### config.mk
export PLATFORM = sky130hd
export DESIGN_NAME = fx2_stream_in_ctrl
export DESIGN_NICKNAME = d
export VERILOG_FILES = /design/src/rtl/fx2_in_pkg.sv /design/src/rtl/fx2_sync2.sv /design/src/rtl/fx2_stream_in_ctrl.sv
export SDC_FILE = /design/constraint.sdc
export NUM_CORES = 1
export LEC_CHECK = 0
export CAP_MARGIN = 40
export CELL_PAD_IN_SITES_DETAIL_PLACEMENT = 2
export CELL_PAD_IN_SITES_GLOBAL_PLACEMENT = 2
export CORE_MARGIN = 1
export CORE_UTILIZATION = 30
export DETAILED_ROUTE_END_ITERATION = 6
export PLACE_DENSITY_LB_ADDON = 0.1
export SLEW_MARGIN = 20
export SYNTH_ARGS = -nofsm -noshare
export SYNTH_HDL_FRONTEND = slang
export SYNTH_SLANG_ARGS = --single-unit
export TNS_END_PERCENT = 100
### constraint.sdc
create_clock -name fx2_ifclk -period 2.1 [get_ports fx2_ifclk]
set_input_delay 0.21 -clock fx2_ifclk [delete_from_list [all_inputs] [get_ports fx2_ifclk]]
set_output_delay 0.21 -clock fx2_ifclk [all_outputs]
set_load 0.01 [all_outputs]
### src/rtl/fx2_in_pkg.sv
// ---------------------------------------------------------------------------
// fx2_in_pkg
// Shared types and constants for the FX2 slave-FIFO stream-IN writer.
//   state_t      : controller states (IDLE, WRITE, DRAIN, PKTEND)
//   MODE_*       : data-source selectors on the mode input
//   EP2..EP8     : FX2 FIFOADR codes for the four endpoints
//   norm_mode()  : folds the reserved mode code onto the counter source
// ---------------------------------------------------------------------------
package fx2_in_pkg;

  typedef enum logic [1:0] {
    IDLE   = 2'd0,
    WRITE  = 2'd1,
    DRAIN  = 2'd2,
    PKTEND = 2'd3
  } state_t;

  localparam logic [1:0] MODE_CNT = 2'd0;
  localparam logic [1:0] MODE_EXT = 2'd1;
  localparam logic [1:0] MODE_PAT = 2'd2;

  localparam logic [1:0] EP2 = 2'b00;
  localparam logic [1:0] EP4 = 2'b01;
  localparam logic [1:0] EP6 = 2'b10;
  localparam logic [1:0] EP8 = 2'b11;

  // Mode 3 is reserved and behaves exactly like the counter source.
  function automatic logic [1:0] norm_mode(input logic [1:0] m);
    return (m == 2'd3) ? MODE_CNT : m;
  endfunction

endpackage

### src/rtl/fx2_sync2.sv
// ---------------------------------------------------------------------------
// fx2_sync2
// Two-flop level synchronizer for a slow asynchronous control input.
//   fx2_ifclk : destination clock
//   reset_n   : asynchronous active-low reset; both flops load RST_VAL
//   async_in  : asynchronous level
//   sync_out  : async_in re-timed to fx2_ifclk (two-cycle latency)
// ---------------------------------------------------------------------------
module fx2_sync2 #(
  parameter logic RST_VAL = 1'b0
) (
  input  logic fx2_ifclk,
  input  logic reset_n,
  input  logic async_in,
  output logic sync_out
);

  logic meta;

  // NOTE: flop chains use non-blocking assignments so every stage samples
  // the value from before the edge; blocking here would collapse the chain.
  always_ff @(posedge fx2_ifclk or negedge reset_n) begin
    if (!reset_n) begin
      meta     <= RST_VAL;
      sync_out <= RST_VAL;
    end else begin
      meta     <= async_in;
      sync_out <= meta;
    end
  end

endmodule

### src/rtl/fx2_stream_in_ctrl.sv
// ---------------------------------------------------------------------------
// fx2_stream_in_ctrl
// FX2 slave-FIFO stream-IN writer. Pushes words into one endpoint FIFO,
// framed into packets of PKT_WORDS words, from an internal counter, a fixed
// pattern, or an external valid/ready source. Runs while tx_trigger is low.
//
// Optional feature macro: FX2_IN_SHORT_PKT_EN
//   defined   : stopping mid-packet commits a short packet via fx2_pkt_end
//   undefined : stopping mid-packet drains the packet to full length;
//               fx2_pkt_end is tied high
//
// Ports:
//   fx2_ifclk   in   interface clock (only clock)
//   reset_n     in   asynchronous active-low reset
//   tx_trigger  in   active-low run request, asynchronous
//   mode        in   0 counter, 1 external, 2 pattern, 3 = counter
//   src_data    in   external source word
//   src_valid   in   external word valid
//   src_ready   out  external word accepted this cycle
//   fx2_flagc   in   endpoint not-full (1 = space)
//   fx2_fdata   out  FX2 data bus
//   fx2_faddr   out  FIFO address (FIFO_ADDR)
//   fx2_slwr    out  write strobe, active low
//   fx2_slrd    out  read strobe, held inactive
//   fx2_sloe    out  output enable, held inactive
//   fx2_pkt_end out  packet-end strobe, active low
//   busy        out  controller not idle
//   pkt_cnt     out  packets completed since reset (wraps)
// DATA_W must be 8 or 16; BYTE_SWAP only takes effect when DATA_W is 16.
// ---------------------------------------------------------------------------
module fx2_stream_in_ctrl
  import fx2_in_pkg::*;
#(
  parameter int          DATA_W    = 16,
  parameter int          PKT_WORDS = 256,
  parameter logic [1:0]  FIFO_ADDR = EP6,
  parameter bit          BYTE_SWAP = 1'b0,
  parameter logic [15:0] PATTERN   = 16'hA55A
) (
  input  logic              fx2_ifclk,
  input  logic              reset_n,
  input  logic              tx_trigger,
  input  logic [1:0]        mode,
  input  logic [DATA_W-1:0] src_data,
  input  logic              src_valid,
  output logic              src_ready,
  input  logic              fx2_flagc,
  output logic [DATA_W-1:0] fx2_fdata,
  output logic [1:0]        fx2_faddr,
  output logic              fx2_slwr,
  output logic              fx2_slrd,
  output logic              fx2_sloe,
  output logic              fx2_pkt_end,
  output logic              busy,
  output logic [15:0]       pkt_cnt
);

  localparam int              IDX_W    = (PKT_WORDS > 2) ? $clog2(PKT_WORDS) : 1;
  localparam logic [IDX_W-1:0] LAST_IDX = IDX_W'(PKT_WORDS - 1);
  localparam bit              DO_SWAP  = BYTE_SWAP && (DATA_W == 16);

  state_t              state;
  logic [1:0]          mode_q;
  logic [IDX_W-1:0]    word_idx;
  logic [DATA_W-1:0]   counter;
  logic                trig_sync;
  logic                run_req;
  logic                have_data;
  logic                last_word;
  logic                stop_empty;
  logic                wr_state;
  logic                wr;
  logic [DATA_W-1:0]   data_raw;

  // The button idles high, so the synchronizer resets to "not running".
  fx2_sync2 #(.RST_VAL(1'b1)) u_trig_sync (
    .fx2_ifclk (fx2_ifclk),
    .reset_n   (reset_n),
    .async_in  (tx_trigger),
    .sync_out  (trig_sync)
  );

  assign run_req   = ~trig_sync;
  assign have_data = (mode_q == MODE_EXT) ? src_valid : 1'b1;
  assign last_word = (word_idx == LAST_IDX);

  // A stop request at a packet boundary leaves WRITE without a write.
  assign stop_empty = (state == WRITE) && !run_req && (word_idx == '0);

`ifdef FX2_IN_SHORT_PKT_EN
  // A mid-packet stop moves to PKTEND without writing that cycle, so the
  // short packet is exactly what was written before the stop was seen.
  assign wr_state = ((state == WRITE) && run_req) || (state == DRAIN);
  assign fx2_pkt_end = !((state == PKTEND) && fx2_flagc);
`else
  assign wr_state = ((state == WRITE) && !stop_empty) || (state == DRAIN);
  assign fx2_pkt_end = 1'b1;
`endif

  assign wr        = wr_state && fx2_flagc && have_data;
  assign fx2_slwr  = ~wr;
  assign src_ready = wr && (mode_q == MODE_EXT);
  assign busy      = (state != IDLE);
  assign fx2_faddr = FIFO_ADDR;
  assign fx2_slrd  = 1'b1;
  assign fx2_sloe  = 1'b1;

  // NOTE: every always_comb output gets a default first so no path can
  // leave it unassigned and infer a latch.
  always_comb begin
    data_raw = counter;
    case (mode_q)
      MODE_EXT: data_raw = src_data;
      MODE_PAT: data_raw = PATTERN[DATA_W-1:0];
      default:  data_raw = counter;
    endcase
  end

  generate
    if (DO_SWAP) begin : g_swap
      assign fx2_fdata = {data_raw[7:0], data_raw[DATA_W-1:8]};
    end else begin : g_noswap
      assign fx2_fdata = data_raw;
    end
  endgenerate

  // The counter word on fdata only moves on an accepted write, so a stall
  // (flagc low or no source data) holds the bus steady.
  always_ff @(posedge fx2_ifclk or negedge reset_n) begin
    if (!reset_n) begin
      state    <= IDLE;
      mode_q   <= MODE_CNT;
      word_idx <= '0;
      counter  <= '0;
      pkt_cnt  <= '0;
    end else begin
      if (wr) begin
        counter <= counter + DATA_W'(1);
        if (last_word) begin
          word_idx <= '0;
          pkt_cnt  <= pkt_cnt + 16'd1;
        end else begin
          word_idx <= word_idx + IDX_W'(1);
        end
      end

      case (state)
        IDLE: begin
          if (run_req) begin
            state  <= WRITE;
            mode_q <= norm_mode(mode);
          end
        end

        WRITE: begin
          if (!run_req) begin
            if (word_idx == '0) state <= IDLE;
`ifdef FX2_IN_SHORT_PKT_EN
            else state <= PKTEND;
`else
            else if (wr && last_word) state <= IDLE;
            else state <= DRAIN;
`endif
          end
        end

        // A re-asserted run request only takes effect once the packet ends.
        DRAIN: begin
          if (wr && last_word) state <= run_req ? WRITE : IDLE;
        end

        PKTEND: begin
`ifdef FX2_IN_SHORT_PKT_EN
          // The strobe waits for space; the commit counts as a packet.
          if (fx2_flagc) begin
            word_idx <= '0;
            pkt_cnt  <= pkt_cnt + 16'd1;
            state    <= IDLE;
          end
`else
          state <= IDLE;
`endif
        end

        default: state <= IDLE;
      endcase
    end
  end

endmodule
==> parameters.txt <==
Parameter                              Value

Global routing
  Final global-route overflow total    0
  Via count of the first global-routing pass    2,366
  Global router's overall resource usage    17.0%
  Initial antenna violation count    0
  Pin count of the biggest net entering global routing    20
  Global-route wire length before repair    11,800 um

Routing
  Total detailed-routing wirelength    6870 um
  Number of search-and-repair iterations in the first detailed-routing pass    4
  DRT iter0 DRCs    66
  Antenna viol nets, final    0
  Routed via count divided by cell count    5.00
  Vias after detailed routing    2,212
  Remaining design rule violation count    0
  Routed wire length per instance    15.5 um

Clocking
  Clk Tree Root Cell    sky130_fd_sc_hd__clkbuf_8
  Buffers inserted by post-CTS timing repair    0
  Inserted Clock Buffers    5
  Max clock buf depth    2
  TritonCTS clock tree    built
  Later-pin clock latency in the skew report    300 ps
  # clock sinks    46
  CTS H-tree depth    2
  Clk pin slew, worst setup/hold paths    80 ps

Floorplanning
  Placeable core region    8180 um2
  Height of the die    93.9 um
  Rows    33
  Effective utilization at floorplan    31.0%
  Boundary pin count    63
  Full die area    8820 um2
  Die width    93.9 um

Worst setup path
  Arrival time of data at the critical path endpoint    1770 ps
  Required arrival time at the worst endpoint    1890 ps
  Category of the critical setup timing path    flop to primary output
  Nature of the critical path startpoint    flop
  Worst Setup End Kind    primary output
  Maximum fanout along the worst path    3

Power and ir drop
  Combinational power share    49.1%
  Clock Power Share    16.0%
  Total power per unit cell area    948 nW/um2
  Total Power    3.30 mW
  P_leak    1.80 nW
  Worst supply voltage drop on vdd    0.000370 V
  Internal portion of total power    2.02 mW
  Total net switching power    1.28 mW
  Switching power as a share of total power    38.7%
  Sequential share of power    34.9%

Placement
  IO Port Bufs    57
  HPWL reported at the end of detailed placement    5250 um
  RD Place Congestion    0.729
  Setup Slack @ Placement    0.876 ps
  Placed cell count    434

Logic synthesis
  Number of register bits inferred by synthesis    46
  Share of the synthesized area in compound gates (AO/OA/AOI/OAI)    8.74%
  Post-Synth XOR/XNOR Area    12.0%
  Portion of the post-synthesis area used by sequential elements    45.5%
  Netlist Area Pre-Place    2530 um2
  Async S/R FF share, synth    100%
  Count of yosys warnings during synthesis    0
  Mean instance size in the synthesized netlist    9.60 um2
  Dominant combinational cell family by area after synthesis    simple AND/OR/NAND/NOR gates
  Synthesized-area fraction occupied by and/or/nand/nor cells    24.1%
  Post-synth EDFFs    0
  Synthesized instance count    264
  Mux share of post-synthesis cell area    1.33%
  Dominant synthesized flop cell    sky130_fd_sc_hd__dfrtp_1
  Post-synth cell types    39
  Post-synthesis share of cell area spent on full adders, half adders and majority gates    2.96%

Layout
  Final Core Density    42.5%
  Proportion of layout cells with a drive suffix above 1    13.1%
  Final Non-Filler Cells    442
  Final net count    366
  # diodes    0
  Layout Area Growth over Synthesis    37.2%

STA
  Final critical-path share of the clock period    94.0%
  Tmin final    1980 ps
  Unrepaired setup endpoints after global routing    false
  Number of failing hold endpoints at the final stage    0
  Setup Total Neg Slack    0 ps
  Min setup slack post-route    125 ps
  Final Max Slew Viols    0
  F_max    0.506 GHz
  Final-report setup violation count    0
  Worst setup skew after layout    6.98 ps

Worst hold path
  Min-delay worst type    input pin to flop

Run
  Total of max-cap violations    0

Outcome
  Outcome    finished clean
-- synth_stat cells, types with 3 or more instances --
cell type	number	area [um2]
sky130_fd_sc_hd__nor3b_1	4	30.0
sky130_fd_sc_hd__inv_1	10	37.5
sky130_fd_sc_hd__buf_2	5	25.0
sky130_fd_sc_hd__or3_1	3	18.8
sky130_fd_sc_hd__a21oi_1	12	60.1
sky130_fd_sc_hd__buf_4	6	45.0
sky130_fd_sc_hd__and3_1	4	25.0
sky130_fd_sc_hd__nor4_1	13	81.3
sky130_fd_sc_hd__nor4b_1	6	52.6
sky130_fd_sc_hd__nand3_1	7	35.0
sky130_fd_sc_hd__nand2_1	33	124
sky130_fd_sc_hd__xor2_1	28	245
sky130_fd_sc_hd__nor2_1	7	26.3
sky130_fd_sc_hd__nand4_1	7	43.8
sky130_fd_sc_hd__mux2_2	3	33.8
sky130_fd_sc_hd__dfrtp_1	44	1100
sky130_fd_sc_hd__ha_1	6	75.1
sky130_fd_sc_hd__clkbuf_1	5	18.8
sky130_fd_sc_hd__o41ai_1	3	26.3
sky130_fd_sc_hd__xnor2_1	5	43.8
sky130_fd_sc_hd__nor3_1	9	45.0
sky130_fd_sc_hd__o21ai_0	17	85.1
sky130_fd_sc_hd__and4_1	5	43.8
-- per-layer routing --
layer / GRT usage [%] / share of wire (%) / vias to the layer above
met3: 2.59 / 3.9 / 9
met1: 22.1 / 47 / 1088
met2: 28.8 / 48 / 46
li1: - / - / 1069
met5: 0 / 0 / -
met4: 5.64 / 1.5 / 0
-- critical path, cell delays in order, from the launching register on --
cell                            delay, ps
sky130_fd_sc_hd__dfrtp_1              390
sky130_fd_sc_hd__inv_1                 60
sky130_fd_sc_hd__ha_1                 140
sky130_fd_sc_hd__nor4b_4              200
sky130_fd_sc_hd__and4b_1              250
sky130_fd_sc_hd__nand2b_4             140
sky130_fd_sc_hd__dlygate4sd2_1        280
-- sequential cells by signal, indices dropped and copies added (netlist names) --
name                  cells
counter                  16
mode_q                    2
pkt_cnt                  16
state                     2
u_trig_sync.meta          1
u_trig_sync.sync_out      1
word_idx                  8
-- cell usage in the layout, fill, tap and decap left out, types with 10 or more instances in the layout --
master / Yosys / layout
sky130_fd_sc_hd__xor2_1: 28 / 28
sky130_fd_sc_hd__buf_4: 6 / 20
sky130_fd_sc_hd__clkdlybuf4s50_1: 0 / 38
sky130_fd_sc_hd__dfrtp_1: 44 / 44
sky130_fd_sc_hd__nor4_1: 13 / 13
sky130_fd_sc_hd__dlymetal6s2s_1: 0 / 15
sky130_fd_sc_hd__a21oi_1: 12 / 12
sky130_fd_sc_hd__inv_1: 10 / 10
sky130_fd_sc_hd__o21ai_0: 17 / 17
sky130_fd_sc_hd__nand2_1: 33 / 33
-- cells by family after synthesis --
kind of cell,after synthesis
simple gates,109
fa+ha+maj,6
flops,46
compound gates,38
xor+xnor,34
mux,3
other cells,2
buf+inv,26
-- power by group through the flow --
stage,registers (mW),clock network (mW),logic [mW]
3_5_place_dp,1.16,0,1.65
6_report,1.15,0.527,1.62
5_1_grt,1.17,0.580,1.81
2_1_floorplan,1.16,0,0.818
4_1_cts,1.15,0.553,1.65
3_3_place_gp,1.15,0,1.61
-- final timing paths --
check,start,end,slack [ps],cells after the start
worst min register to register,u_trig_sync.meta$_DFF_PN1_,u_trig_sync.sync_out$_DFF_PN1_,360,0
worst max register to register,word_idx[1]$_DFFE_PN0N_,pkt_cnt[15]$_DFFE_PN0P_,210,7
min in group asynchronous,reset_n,pkt_cnt[7]$_DFFE_PN0P_,380,2
worst max-delay path,word_idx[1]$_DFFE_PN0N_,fx2_slwr,120,6
max in group asynchronous,reset_n,u_trig_sync.sync_out$_DFF_PN1_,1090,3
worst min-delay path,tx_trigger,u_trig_sync.meta$_DFF_PN1_,310,1
-- area by class of cell --
cell class	instances	area, um2
tap	105	131
multi-input combinational	195	1290
clock inverter	2	10.0
sequential	46	1150
fill	912	4700
inverter	10	37.5
timing repair buffer	79	781
clock buffer	5	68.8
-- through the flow --
| stage | cell area [um2] | hold WS, ps |
|---|---|---|
| detailed placement | 3320 | 200 |
| floorplan | 2540 | -85.6 |
| global placement | 3320 | 197 |
| finish | 3480 | 308 |
| global route | 3480 | 306 |
| CTS | 3420 | 300 |
-- repair_timing --
| action | 4_1_cts | 5_1_grt |
|---|---|---|
| setup endpoints to repair | 18 | 18 |
| endpoints found under the hold margin | 17 | 0 |
| gates resized for setup | 5 | 20 |
| hold buffers | 1 | 0 |
| cloned | 0 | 0 |
| pin swaps | 0 | 1 |
Note: power is estimated with default switching activity, not from simulation.
